### src/rtl/bus_arbiter_rr4_pkg.sv
// Shared types and sizing helpers for the round-robin tristate bus arbiter.
// Holds the sequencer state encoding and a clog2 used to size counters and selects.
package bus_arbiter_rr4_pkg;

  typedef enum logic [1:0] {
    IDLE = 2'd0,
    OWN  = 2'd1,
    TURN = 2'd2
  } arb_state_t;

  function automatic int clog2(input int value);
    int result;
    result = 0;
    while ((1 << result) < value) begin
      result = result + 1;
    end
    return result;
  endfunction

  // A single requester still needs a one-bit select.
  function automatic int sel_width(input int n_req);
    return (clog2(n_req) < 1) ? 1 : clog2(n_req);
  endfunction

endpackage

### src/rtl/bus_arbiter_rr4_rr_pick.sv
// Rotating-priority encoder: finds the first active request starting at ptr and wrapping.
module bus_arbiter_rr4_rr_pick
  import bus_arbiter_rr4_pkg::*;
#(
  parameter int N_REQ = 4,
  parameter int SEL_W = sel_width(N_REQ)
) (
  input  logic [N_REQ-1:0] req,
  input  logic [SEL_W-1:0] ptr,
  output logic             any,
  output logic [SEL_W-1:0] idx
);

  int pos;

  // Scan from the farthest rotated slot back toward ptr so the nearest request wins.
  always_comb begin
    any = 1'b0;
    idx = '0;
    pos = 0;
    for (int k = N_REQ - 1; k >= 0; k--) begin
      pos = (int'(ptr) + k) % N_REQ;
      if (req[pos[SEL_W-1:0]]) begin
        any = 1'b1;
        idx = pos[SEL_W-1:0];
      end
    end
  end

endmodule

### src/rtl/bus_arbiter_rr4.sv
// Round-robin owner sequencer for the shared tristate bus: grants, holds, and inserts
// turnaround cycles so two drivers never overlap. All outputs come straight from flops.
module bus_arbiter_rr4
  import bus_arbiter_rr4_pkg::*;
#(
  parameter  int N_REQ       = 4,
  parameter  int MAX_HOLD    = 8,
  parameter  int TURN_CYCLES = 1,
  localparam int SEL_W       = sel_width(N_REQ)
) (
  input  logic             clk,
  input  logic             rst_n,
  input  logic [N_REQ-1:0] req,
  output logic [N_REQ-1:0] grant,
  output logic [SEL_W-1:0] sel,
  output logic             bus_en,
  output logic             busy,
  output logic             preempt
);

  localparam int HOLD_W = clog2(MAX_HOLD + 1);
  localparam int TURN_W = clog2(TURN_CYCLES + 1);

  arb_state_t        state;
  logic [SEL_W-1:0]  ptr;
  logic [HOLD_W-1:0] hold_cnt;
  logic [TURN_W-1:0] turn_cnt;

  logic              pick_any;
  logic [SEL_W-1:0]  pick_idx;
  logic              arb_slot;
  logic              start_grant;
  logic              owner_done;
  logic [SEL_W-1:0]  next_ptr;

  bus_arbiter_rr4_rr_pick #(
    .N_REQ (N_REQ),
    .SEL_W (SEL_W)
  ) u_pick (
    .req (req),
    .ptr (ptr),
    .any (pick_any),
    .idx (pick_idx)
  );

  // Arbitration happens only from IDLE or on the last turnaround cycle, using the stored ptr.
  always_comb begin
    arb_slot    = (state == IDLE) ||
                  ((state == TURN) && (turn_cnt == TURN_W'(TURN_CYCLES)));
    start_grant = arb_slot && pick_any;
    owner_done  = !req[sel] || (hold_cnt == HOLD_W'(MAX_HOLD));
    next_ptr    = (sel == SEL_W'(N_REQ - 1)) ? '0 : sel + SEL_W'(1);
  end

  always_ff @(posedge clk) begin
    if (!rst_n) begin
      state    <= IDLE;
      ptr      <= '0;
      hold_cnt <= '0;
      turn_cnt <= '0;
      grant    <= '0;
      sel      <= '0;
      bus_en   <= 1'b0;
      busy     <= 1'b0;
      preempt  <= 1'b0;
    end else begin
      preempt <= 1'b0;
      if (start_grant) begin
        state    <= OWN;
        grant    <= N_REQ'(1) << pick_idx;
        sel      <= pick_idx;
        bus_en   <= 1'b1;
        busy     <= 1'b1;
        hold_cnt <= HOLD_W'(1);
        turn_cnt <= '0;
      end else begin
        unique case (state)
          IDLE: begin
            busy <= 1'b0;
          end
          OWN: begin
            if (owner_done) begin
              // Still requesting at exit means the hold limit forced the release.
              state    <= TURN;
              grant    <= '0;
              bus_en   <= 1'b0;
              preempt  <= req[sel];
              ptr      <= next_ptr;
              hold_cnt <= '0;
              turn_cnt <= TURN_W'(1);
            end else begin
              hold_cnt <= hold_cnt + HOLD_W'(1);
            end
          end
          TURN: begin
            if (turn_cnt == TURN_W'(TURN_CYCLES)) begin
              state    <= IDLE;
              busy     <= 1'b0;
              turn_cnt <= '0;
            end else begin
              turn_cnt <= turn_cnt + TURN_W'(1);
            end
          end
          default: begin
            state  <= IDLE;
            grant  <= '0;
            bus_en <= 1'b0;
            busy   <= 1'b0;
          end
        endcase
      end
    end
  end

endmodule
### config.mk
export PLATFORM = sky130hd
export DESIGN_NAME = bus_arbiter_rr4
export DESIGN_NICKNAME = d
export VERILOG_FILES = /design/src/rtl/bus_arbiter_rr4_pkg.sv /design/src/rtl/bus_arbiter_rr4_rr_pick.sv /design/src/rtl/bus_arbiter_rr4.sv
export SDC_FILE = /design/constraint.sdc
export NUM_CORES = 1
export LEC_CHECK = 0
export BUFFER_PORTS_ARGS = -buffer_cell sky130_fd_sc_hd__buf_4
export CAP_MARGIN = 10
export CORE_AREA = 2 2 44 56
export DETAILED_ROUTE_END_ITERATION = 7
export DIE_AREA = 0 0 46 58
export PLACE_DENSITY_LB_ADDON = 0.15
export SLEW_MARGIN = 40
export SYNTH_ARGS = -nofsm -noshare
export SYNTH_HDL_FRONTEND = slang
export SYNTH_SLANG_ARGS = --single-unit
### constraint.sdc
create_clock -name clk -period 1.5 [get_ports clk]
set_input_delay 0.075 -clock clk [delete_from_list [all_inputs] [get_ports clk]]
set_output_delay 0.075 -clock clk [all_outputs]
set_load 0.05 [all_outputs]
==> results.md, run 1 <==
* Worst Setup SP: sel[1]$_SDFFE_PN0P_
* Synth Area in Simple Gates at 0.2875
* Post-synth top area share at 0.3961
* Clock-pin transition on the worst setup and hold timing paths at about 0.1 ns
* Async SR Flop Fraction at 0
* Max Cap Viol at 0
* DR DRC count at 0
* Netlist cell types at 39
* Worst setup path end: hold_cnt[2]$_SDFFE_PP0P_
* Mux contribution to synthesized area at 0.04677
* Fmax at approximately 670 MHz
* RePlAce Congestion at ~0.80
* Slew margin rel. at 0.7456
* RSZ-0062 raised after global routing: yes
* Fin crit share at 0.9908
* Nature of the critical path endpoint: flop
* Worst hold-check path type: in -> reg
* Reg2Reg Launch Point: sel[1]$_SDFFE_PN0P_
* EDFF count, synth at 0
* Total gr overflow at 0
* Antenna Cells at 0
* Syn Area/Cell at 8.746 µm²
* Cts-stage hold buffer count at 0
* Worst vdd ir at 0.0008010 V
* DP Cell Count at about 150
* Die ar. at approximately 2700 µm²
* Post-synthesis xor/xnor area fraction at 0.009629
* Chip Height at 58 µm
* Final HPWL from detailed placement at 1723 µm
* Worst Path Required at approximately 1.7 ns
* R2r worst-path depth at 4
* Sequential-to-total area share from yosys stat at 0.3961
* Layout net count at ~140
* Largest net degree at the start of global routing at 18
* Syn nets at roughly 110
* Initial antenna violation count at 0
* Die W at 46 µm
* Final hold slack at 0.1042 ns
* WL/cell at 14.37 µm
* Slew Limit Fails at 0
* Compound-Gate Fraction of Synth Area at 0.1926
* DRT antenna net count at 0
* Final Critical Period at about 1.5 ns
* Synth area leader: dfxtp_1
* Skew final at between 0.002 and 0.003 ns
* IO buf count at 14
* Area delta synth->final at 36.59%
* Critical Path Source Type: flop
* Largest family of logic cells by synthesized area: simple AND/OR/NAND/NOR gates
* Power per cell area at approximately 970 nW/µm²
* Final Cell Area at ~1200 µm²
* Num ports at 15
* Leak pwr at roughly 0.50 nW
* Vias in the first global route at about 900
* Synth Cell Area at slightly above 900 µm²
* First-pass GRT wire length at 3912 µm
* CTS buffer count at 3
* Vias at approximately 860
* Clk_lat worst skew at about 0.3 ns
* Initial Util at 0.4251
* Final setup vio count at 0
* Via-to-Cell Ratio at 5.604
* Hold Vio Cnt, Final at 0
* Final std cells w/o fill at approximately 150
* WS Path Type: reg -> reg
* Clock root buffer: clkbuf_4
* CTS sink count at 18
* Row count at 19
* Status: completed
* Largest cells by area after synthesis: dfxtp_1, ha_1, nand2_1, a21oi_1, nor2_1
* Mapped Cells at 104
* Synth Area in Adders at 0.04127
* HP Start: rst_n
* Core area at 2140 µm²
* Ratio of cells with drive above 1 in the final layout at 0.3759
* Placed Area at ~1100 µm²
* Worst EP arrival at 1.72 ns
* FF-to-FF End: hold_cnt[2]$_SDFFE_PP0P_
* Yosys reg bits at 18
* CTS tree: done
* # H-tree levels at 1
* DR pass1 iterations at 4
* DR iter-0 viols at 7
* Total wire length at roughly 2200 µm
* Crit-path max FO at 5
* Reg-to-reg setup timing slack at 0.01 ns
* Total GRT Usage at 0.1974
* Synth warn at 0
* Tightest Pin Transition at roughly 0.38 ns
* Main synth FF type: dfxtp_1
* Longest Clk Path Bufs at 2
## report_power, final
part / switching [mW] / internal [mW]
sequential: 0.0318 / 0.513
clock: 0.152 / 0.148
combinational: 0.206 / 0.149
## state kept, by name, summed over array words and instances (netlist names), 2 cells and up
signal	cells
hold_cnt	4
ptr	2
sel	2
state	2
grant	4
## stage by stage
| step | util | setup TNS [ns] | total power, mW | setup slack (ns) |
|---|---|---|---|---|
| final | 0.5807 | 0 | 1.200 | 0.01376 |
| after floorplan | - | -0.1073 | 0.7557 | -0.05163 |
| after CTS | 0.5503 | -0.02468 | 1.177 | -0.02468 |
| after global routing | 0.5807 | -0.1492 | 1.274 | -0.04635 |
| after detailed placement | 0.5292 | -0.03615 | 0.8755 | -0.02845 |
| after global placement | 0.5292 | 0 | 0.8697 | 0.02807 |
## cell usage in the layout (no fill, tap or decap), types with 2 or more instances in the layout
cell type,synthesis,final
buf_4,0,28
dfxtp_1,18,12
nand2_1,9,9
nor2_1,7,7
a21oi_1,6,6
dfxtp_2,0,5
o21ai_0,5,4
and2_1,3,3
nor2b_1,4,3
o31ai_1,3,3
nand2b_1,3,3
nand3_1,4,3
ha_1,3,3
clkbuf_4,0,3
inv_1,3,2
or4_1,2,2
mux2i_1,2,2
o22ai_1,3,2
or2b_1,2,2
nor3_1,2,2
a32o_1,2,2
## routing by layer
metal	GRT usage	wire length, µm	up-vias
met5	0	0	-
met4	0.07347	53	0
met3	0.02804	40	5
met2	0.3472	1188	9
met1	0.2329	932	403
li1	-	-	446
## worst min-delay path by stage
stage / slack [ns] / depth (start not counted) / endpoint
6_report: 0.10 / 3 / ptr[1]$_SDFFE_PN0P_
4_1_cts: 0.10 / 3 / hold_cnt[0]$_SDFFE_PN0P_
2_1_floorplan: 0.22 / 2 / ptr[0]$_SDFFE_PN0P_
3_3_place_gp: 0.43 / 3 / bus_en$_SDFFE_PN0P_
5_1_grt: 0.11 / 2 / state[0]$_SDFFE_PN0P_
3_5_place_dp: 0.43 / 3 / bus_en$_SDFFE_PN0P_
## cell families (layout without fill, tap and decap cells)
| logic type | after synthesis | after routing |
|---|---|---|
| DFF | 18 | 18 |
| muxes | 3 | 3 |
| adders and majority gates | 3 | 3 |
| buffers and inverters | 6 | 35 |
| and+or+nand+nor | 46 | 46 |
| AOI/OAI and AO/OA | 27 | 27 |
| xor gates and xnor gates | 1 | 1 |
## timing repair
action | in CTS | in global routing
resized for setup | 3 | 12
gates cloned | 0 | 0
endpoints found under the setup margin | 4 | 14
pin swaps | 1 | 7
setup buffers | 0 | 2
## final cells by class
cell class,instances,area (µm²)
fill,205,897.1
multi-input combinational,80,588.1
sequential,18,370.4
timing repair buffer,28,210.2
clock buffer,4,36.28
tap,21,26.28
inverter,3,11.26
## synthesized netlist by cell type (2+ instances only)
cell and number:
o31ai_1 3, nand3_1 4, nor2_1 7, mux2i_1 2
nand2_1 9, nor4b_1 2, a32o_1 2, dfxtp_1 18
inv_1 3, nand2b_1 3, nor3_1 2, o22ai_1 3
or4_1 2, a21oi_1 6, clkbuf_1 2, nor2b_1 4
o21ai_0 5, and2_1 3, or2b_1 2, ha_1 3
## worst max-delay path, stage by stage (launching register included)
cell,delay [ns]
dfxtp_4,0.36
mux4_2,0.42
nand3_4,0.12
or3b_1,0.39
a21oi_1,0.12
Power figures use the tool's default switching activity.
==> inputs of run 2 (changes only) <==
Settings changed: SETUP_SLACK_MARGIN set to 0.05.
==> results.md, run 2 (synthesized netlist as in run 1, its figures left out) <==
* Initial antenna violation count at 0 (unchanged)
* Largest net degree at the start of global routing at 18 (unchanged)
* Layout net count at 140 (-2.1%)
* Final std cells w/o fill at 151 (-1.9%)
* DRT antenna net count at 0 (unchanged)
* Crit-path cells: nor2b_4, or3_4, or4_4, a21boi_2
* First-pass GRT wire length at 3732 µm (-4.6%)
* Slew Limit Fails at 0 (unchanged)
* Clock-pin transition on the worst setup and hold timing paths at 0.11 ns (about the same)
* CTS buffer count at 3 (unchanged)
* Met1 GRT Util at 0.2353 (+0.002417)
* WL/cell at 14.44 µm (+0.47%)
* Critical Path Source Type: flop
* # H-tree levels at 1 (unchanged)
* Worst EP arrival at 1.71 ns (about the same)
* GRT met2 Usage at 0.3274 (-0.01984)
* Final HPWL from detailed placement at 1626 µm (-5.6%)
* Crit path buf inv count at 0 (unchanged)
* Tightest Pin Transition at 0.4964 ns (+0.1181 ns)
* Vias in the first global route at 841 (-7.6%)
* Vias at 865 (+0.23%)
* Num ports at 15 (unchanged)
* Worst hold-check path type: in -> reg
* Most common cell after layout, fill and taps aside: buf_4
* Slew margin rel. at 0.6668 (-0.07880)
* DP Cell Count at 145 (-2.0%)
* CTS tree: done
* Ratio of cells with drive above 1 in the final layout at 0.4000 (+0.02406)
* Leak pwr at 0.4924 nW (-2.0%)
* Total wire length at 2180 µm (-1.5%)
* Clk_lat worst skew at 0.30 ns (about the same)
* HP Start: rst_n
* IO buf count at 14 (unchanged)
* Worst Hold Path Cells at 3 (unchanged)
* Worst Path Required at 1.73 ns (about the same)
* Clock root buffer: clkbuf_4
* Total GRT Usage at 0.1920 (-0.005417)
* Antenna Cells at 0 (unchanged)
* Via-to-Cell Ratio at 5.728 (+2.2%)
* Power per cell area at 975.8 nW/µm² (+1.1%)
* Worst vdd ir at 0.0006102 V (-24%)
* Reg2Reg Launch Point: state[1]$_SDFFE_PP0P_
* Grt peak-use layer: met2
* Initial Util at 0.4251 (unchanged)
* Hold Vio Cnt, Final at 0 (unchanged)
* Die ar. at 2668 µm² (unchanged)
* Fin crit share at 0.9845 (-0.006343)
* CP Depth at 4 (unchanged)
* Crit-path max cell delay at 0.42 ns (about the same)
* Chip Height at 58 µm (unchanged)
* RePlAce Congestion at 0.7681 (-3.6%)
* Reg-to-reg setup timing slack at 0.02 ns (about the same)
* Util after Layout at 0.5760 (-0.004679)
* Die W at 46 µm (unchanged)
* Slowest-stage cell, CP: or4_4
* GRT met3 Usage at 0.02804 (unchanged)
* DR DRC count at 0 (unchanged)
* Place WS at 0.004687 ns (+0.03314 ns)
* Crit-path max FO at 6 (+1)
* Most frequent cells in the layout: buf_4, dfxtp_1, nand2_1, nor2_1, a21oi_1
* Biggest registers after layout: grant (4), hold_cnt (4)
* Worst Setup SP: state[1]$_SDFFE_PP0P_
* Area delta synth->final at 35.49%
* Final worst slack at 0.02328 ns (+0.009514 ns)
* Row count at 19 (unchanged)
* Final Critical Period at 1.477 ns (-0.009515 ns)
* Status: completed
* Skew final at 0.0009421 ns (-0.001851 ns)
* Fmax at 677.2 MHz (+0.64%)
* DR iter-0 viols at 7 (unchanged)
* Nature of the critical path endpoint: flop
* WS Path Type: reg -> reg
* # fillers at 199 (-2.9%)
* Cell family with most CP delay: simple AND/OR/NAND/NOR gates
* Longest Clk Path Bufs at 2 (unchanged)
* Core area at 2140 µm² (unchanged)
* Setup TNS Final at 0 ns (unchanged)
* Max Cap Viol at 0 (unchanged)
* Final setup vio count at 0 (unchanged)
* R2r worst-path depth at 4 (unchanged)
* CTS sink count at 18 (unchanged)
* Cts-stage hold buffer count at 0 (unchanged)
* RSZ-0062 raised after global routing: yes
* DR pass1 iterations at 3 (-1)
* Total gr overflow at 0 (unchanged)
## run 2: power breakdown
| part | total [mW] | leakage [nW] | switching [mW] | internal (mW) |
|---|---|---|---|---|
| clock | 0.309 | 0.0210 | 0.161 | 0.148 |
| sequential | 0.539 | 0.150 | 0.0271 | 0.512 |
| combinational | 0.354 | 0.321 | 0.209 | 0.145 |
| total | 1.20 | 0.492 | 0.397 | 0.805 |
## run 2: through the flow
stage	instance area, µm²	total power, mW	hold WS [ns]
detailed placement	1120	0.8659	0.4268
floorplan	939.7	0.7626	0.2222
global route	1232	1.265	0.1062
global placement	1120	0.8631	0.4249
CTS	1190	1.189	0.09554
finish	1232	1.203	0.1065
## run 2: area by class of cell
cell class / count / area [µm²] / area share
flip-flops and latches: 18 / 372.9 / 0.3025
inverters: 3 / 11.26 / 0.009137
multi-input cells: 80 / 598.1 / 0.4853
clock buffers: 4 / 36.28 / 0.02944
repair buffers: 25 / 187.7 / 0.1523
well taps: 21 / 26.28 / 0.02132
## run 2: layer usage
metal  wire [µm]  part of all wire  up-vias
met5           0                 0        -
met4          38             0.017        0
met3          43             0.020        5
met2        1185              0.54        9
met1         913              0.42      416
li1            -                 -      435
## run 2: tightest hold or removal path: cells and delay by family
kind	cells	cell delay, ns
buffers and inverters	1	0.17
AOI/OAI and AO/OA	2	0.12
## run 2: what timing repair did
| item | in CTS | in global routing |
|---|---|---|
| endpoints found under the setup margin | 9 | 14 |
| cloned | 0 | 0 |
| buffers inserted | 2 | 0 |
| gates resized for setup | 4 | 14 |
| pin swaps | 4 | 2 |
## run 2: path summary, 6_finish.rpt
path / endpoint
worst max-delay path: sel[0]$_SDFFE_PN0P_
worst min-delay path: hold_cnt[0]$_SDFFE_PN0P_
worst max register to register: sel[0]$_SDFFE_PN0P_
worst min register to register: grant[0]$_SDFFE_PN0P_
==> inputs of run 3 (changes only) <==
Settings changed: ABC_AREA set to 1, CORE_AREA 2 2 44 56 to 2 2 46 59, DIE_AREA 0 0 46 58 to 0 0 48 61, TNS_END_PERCENT set to 20.
==> results.md, run 3 <==
* Crit-path max FO at 7 (+1)
* Final Cell Area at 1369 µm² (+11%)
* Die W at 48 µm (+4.3%)
* Skew final at 0.008028 ns (+0.007086 ns)
* Cell family with most CP delay: simple AND/OR/NAND/NOR gates
* Longest Clk Path Bufs at 2 (unchanged)
* Layout net count at 192 (+37%)
* Post-CTS setup buffers at 0 (-2)
* Total wire length at 2476 µm (+14%)
* Async SR Flop Fraction at 0 (unchanged)
* Clock root buffer: clkbuf_4
* Tightest Pin Transition at 0.2249 ns (-0.2715 ns)
* Antenna Cells at 0 (unchanged)
* Critical Path Source Type: flop
* Final setup vio count at 0 (unchanged)
* Status: completed
* Vias at 1060 (+23%)
* Die ar. at 2928 µm² (+9.7%)
* Place WS at -0.04192 ns (-0.04661 ns)
* Most common cell after layout, fill and taps aside: nand2_1
* Chip Height at 61 µm (+5.2%)
* Most common cell in the netlist: nand2_1
* Ratio of cells with drive above 1 in the final layout at 0.2967 (-0.1033)
* Synth area leader: dfxtp_1
* DR iter-0 viols at 17 (+10)
* CTS buffer count at 3 (unchanged)
* Post-synth top area share at 0.3478 (-0.04832)
* Max Cap Viol at 0 (unchanged)
* Initial antenna violation count at 0 (unchanged)
* Row count at 20 (+1)
* Worst vdd ir at 0.0009391 V (+54%)
* Biggest registers after layout: grant (4), hold_cnt (4)
* Final hold slack at 0.1021 ns (-0.004442 ns)
* Largest net degree at the start of global routing at 14 (-4)
* Worst hold-check path type: in -> reg
* CTS tree: done
* Clock-pin transition on the worst setup and hold timing paths at 0.10 ns (about the same)
* Most frequent CP cell: nor2_4
* Slowest-stage cell, CP: dfxtp_4
* Setup TNS Final at 0 ns (unchanged)
* Sequential-to-total area share from yosys stat at 0.3478 (-0.04832)
* DR DRC count at 0 (unchanged)
* Final worst slack at 0.01918 ns (-0.004098 ns)
* Hold Vio Cnt, Final at 0 (unchanged)
* Core area at 2377 µm² (+11%)
* Total GRT Usage at 0.1900 (-0.001994)
* Syn Area/Cell at 6.641 µm² (-24%)
* Synth Cell Area at 1036 µm² (+14%)
* Yosys reg bits at 18 (unchanged)
* Final Critical Period at 1.481 ns (+0.004098 ns)
* Slew Limit Fails at 0 (unchanged)
* Syn nets at 165 (+46%)
* Nature of the critical path endpoint: flop
* Synth top cells by count: nand2_1, inv_1, dfxtp_1
* Via-to-Cell Ratio at 4.930 (-14%)
* First-pass GRT wire length at 3967 µm (+6.3%)
* Vias in the first global route at 979 (+16%)
* Worst Path Required at 1.72 ns (about the same)
* RePlAce Congestion at 0.7883 (+2.6%)
* Total gr overflow at 0 (unchanged)
* Synth warn at 0 (unchanged)
* Crit-path cells: clkbuf_16, o21ai_4, nand2_2, nand2_4, nor2_4, nor2_4, nand3_2, o21ai_2
* Crit-path max cell delay at 0.38 ns (-0.04 ns)
* Placed Area at 1241 µm² (+11%)
* Fmax at 675.3 MHz (-0.28%)
* Final HPWL from detailed placement at 1890 µm (+16%)
* Main synth FF type: dfxtp_1
* Power per cell area at 2142 nW/µm² (+120%)
* IO buf count at 14 (unchanged)
* Worst EP arrival at 1.70 ns (about the same)
* Initial Util at 0.4358 (+0.01064)
* WS Path Type: reg -> reg
* Mapped Cells at 156 (+50%)
* Num ports at 15 (unchanged)
* WL/cell at 11.52 µm (-20%)
* Slew margin rel. at 0.8501 (+0.1832)
* Area delta synth->final at 32.13%
* Fin crit share at 0.9872 (+0.002732)
* DR pass1 iterations at 4 (+1)
* Crit path buf inv count at 1 (+1)
* Most frequent cells in the layout: nand2_1, buf_4, inv_1, nand3_1, dfxtp_1
* # H-tree levels at 1 (unchanged)
* RSZ-0062 raised after global routing: yes
* Largest cells by area after synthesis: dfxtp_1, nand2_1, inv_1, nand3_1, o21ai_0
* CTS sink count at 18 (unchanged)
* DRT antenna net count at 0 (unchanged)
* EDFF count, synth at 0 (unchanged)
* Netlist cell types at 22 (-44%)
* Clk_lat worst skew at 0.29 ns (about the same)
* Leak pwr at 0.6495 nW (+32%)
-- run 3: changes by cell type after synthesis, moves of 4 or more --
cell	change
nand2_1	+37
nor2b_1	-4
inv_1	+20
nand3_1	+12
o21ai_0	+4
nor2_1	+4
nand2_2	+5
-- run 3: final timing paths --
check                                        endpoint  slack [ns]             startpoint  cells past startpoint
worst max-delay path            grant[2]$_SDFFE_PN0P_        0.02    ptr[0]$_SDFFE_PN0P_                      8
worst min-delay path               preempt$_SDFF_PP0_        0.10                  rst_n                      3
worst max register to register  grant[2]$_SDFFE_PN0P_        0.02    ptr[0]$_SDFFE_PN0P_                      8
worst min register to register  grant[1]$_SDFFE_PN0P_        0.48  grant[1]$_SDFFE_PN0P_                      2
-- run 3: worst reg2reg max path, cell delays in order, from the launching register on --
cell and delay (ns):
dfxtp_4 0.38, clkbuf_16 0.16, o21ai_4 0.16, nand2_2 0.12
nand2_4 0.11, nor2_4 0.05, nor2_4 0.19, nand3_2 0.13
o21ai_2 0.12
-- run 3: power breakdown --
| part | leakage, nW | internal, mW | switching, mW | total, mW |
|---|---|---|---|---|
| clock network | 0.0150 | 0.103 | 0.142 | 0.246 |
| registers | 0.150 | 0.652 | 0.116 | 0.768 |
| logic | 0.485 | 0.683 | 1.24 | 1.92 |
| total | 0.650 | 1.44 | 1.49 | 2.93 |
-- run 3: what timing repair did --
item / 4_1_cts / 5_1_grt
hold buffers: 0 / 0
gates cloned: 0 / 1
endpoints found under the setup margin: 15 / 16
pin swaps: 2 / 3
gates resized for setup: 6 / 18
-- run 3: cell type report --
cell class | count | area (µm²)
Fill cell | 249 | 1008
Multi-Input combinational cell | 113 | 636.9
Clock buffer | 4 | 26.28
Inverter | 23 | 86.33
Tap cell | 33 | 41.29
Timing Repair Buffer | 24 | 205.2
Sequential cell | 18 | 372.9
-- run 3: routing by layer --
metal | part of all wire | track usage | wire [µm] | up-vias
met5 | 0 | 0 | 0 | -
met4 | 0.011 | 0.06950 | 27 | 0
met3 | 0.016 | 0.02976 | 39 | 2
met2 | 0.54 | 0.3410 | 1340 | 15
met1 | 0.43 | 0.2178 | 1069 | 494
li1 | - | - | - | 549
-- run 3: through the flow --
| step | util | cells | total power, mW |
|---|---|---|---|
| after floorplan | - | 156 | 1.956 |
| after global placement | 0.5221 | 210 | 2.442 |
| after detailed placement | 0.5221 | 210 | 2.458 |
| after CTS | 0.5395 | 214 | 2.735 |
| after global routing | 0.5758 | 215 | 3.172 |
| final | 0.5758 | 215 | 2.932 |
-- run 3: logic make-up (layout without fill, tap and decap cells) --
kind of cell / after synthesis / in the layout / synth area share
and+or+nand+nor: 85 / 85 / 0.3684
buffers and inverters: 25 / 51 / 0.09903
AOI/OAI and AO/OA: 24 / 24 / 0.1401
DFF: 18 / 18 / 0.3478
adders and majority gates: 3 / 3 / 0.03624
xor gates and xnor gates: 1 / 1 / 0.008456
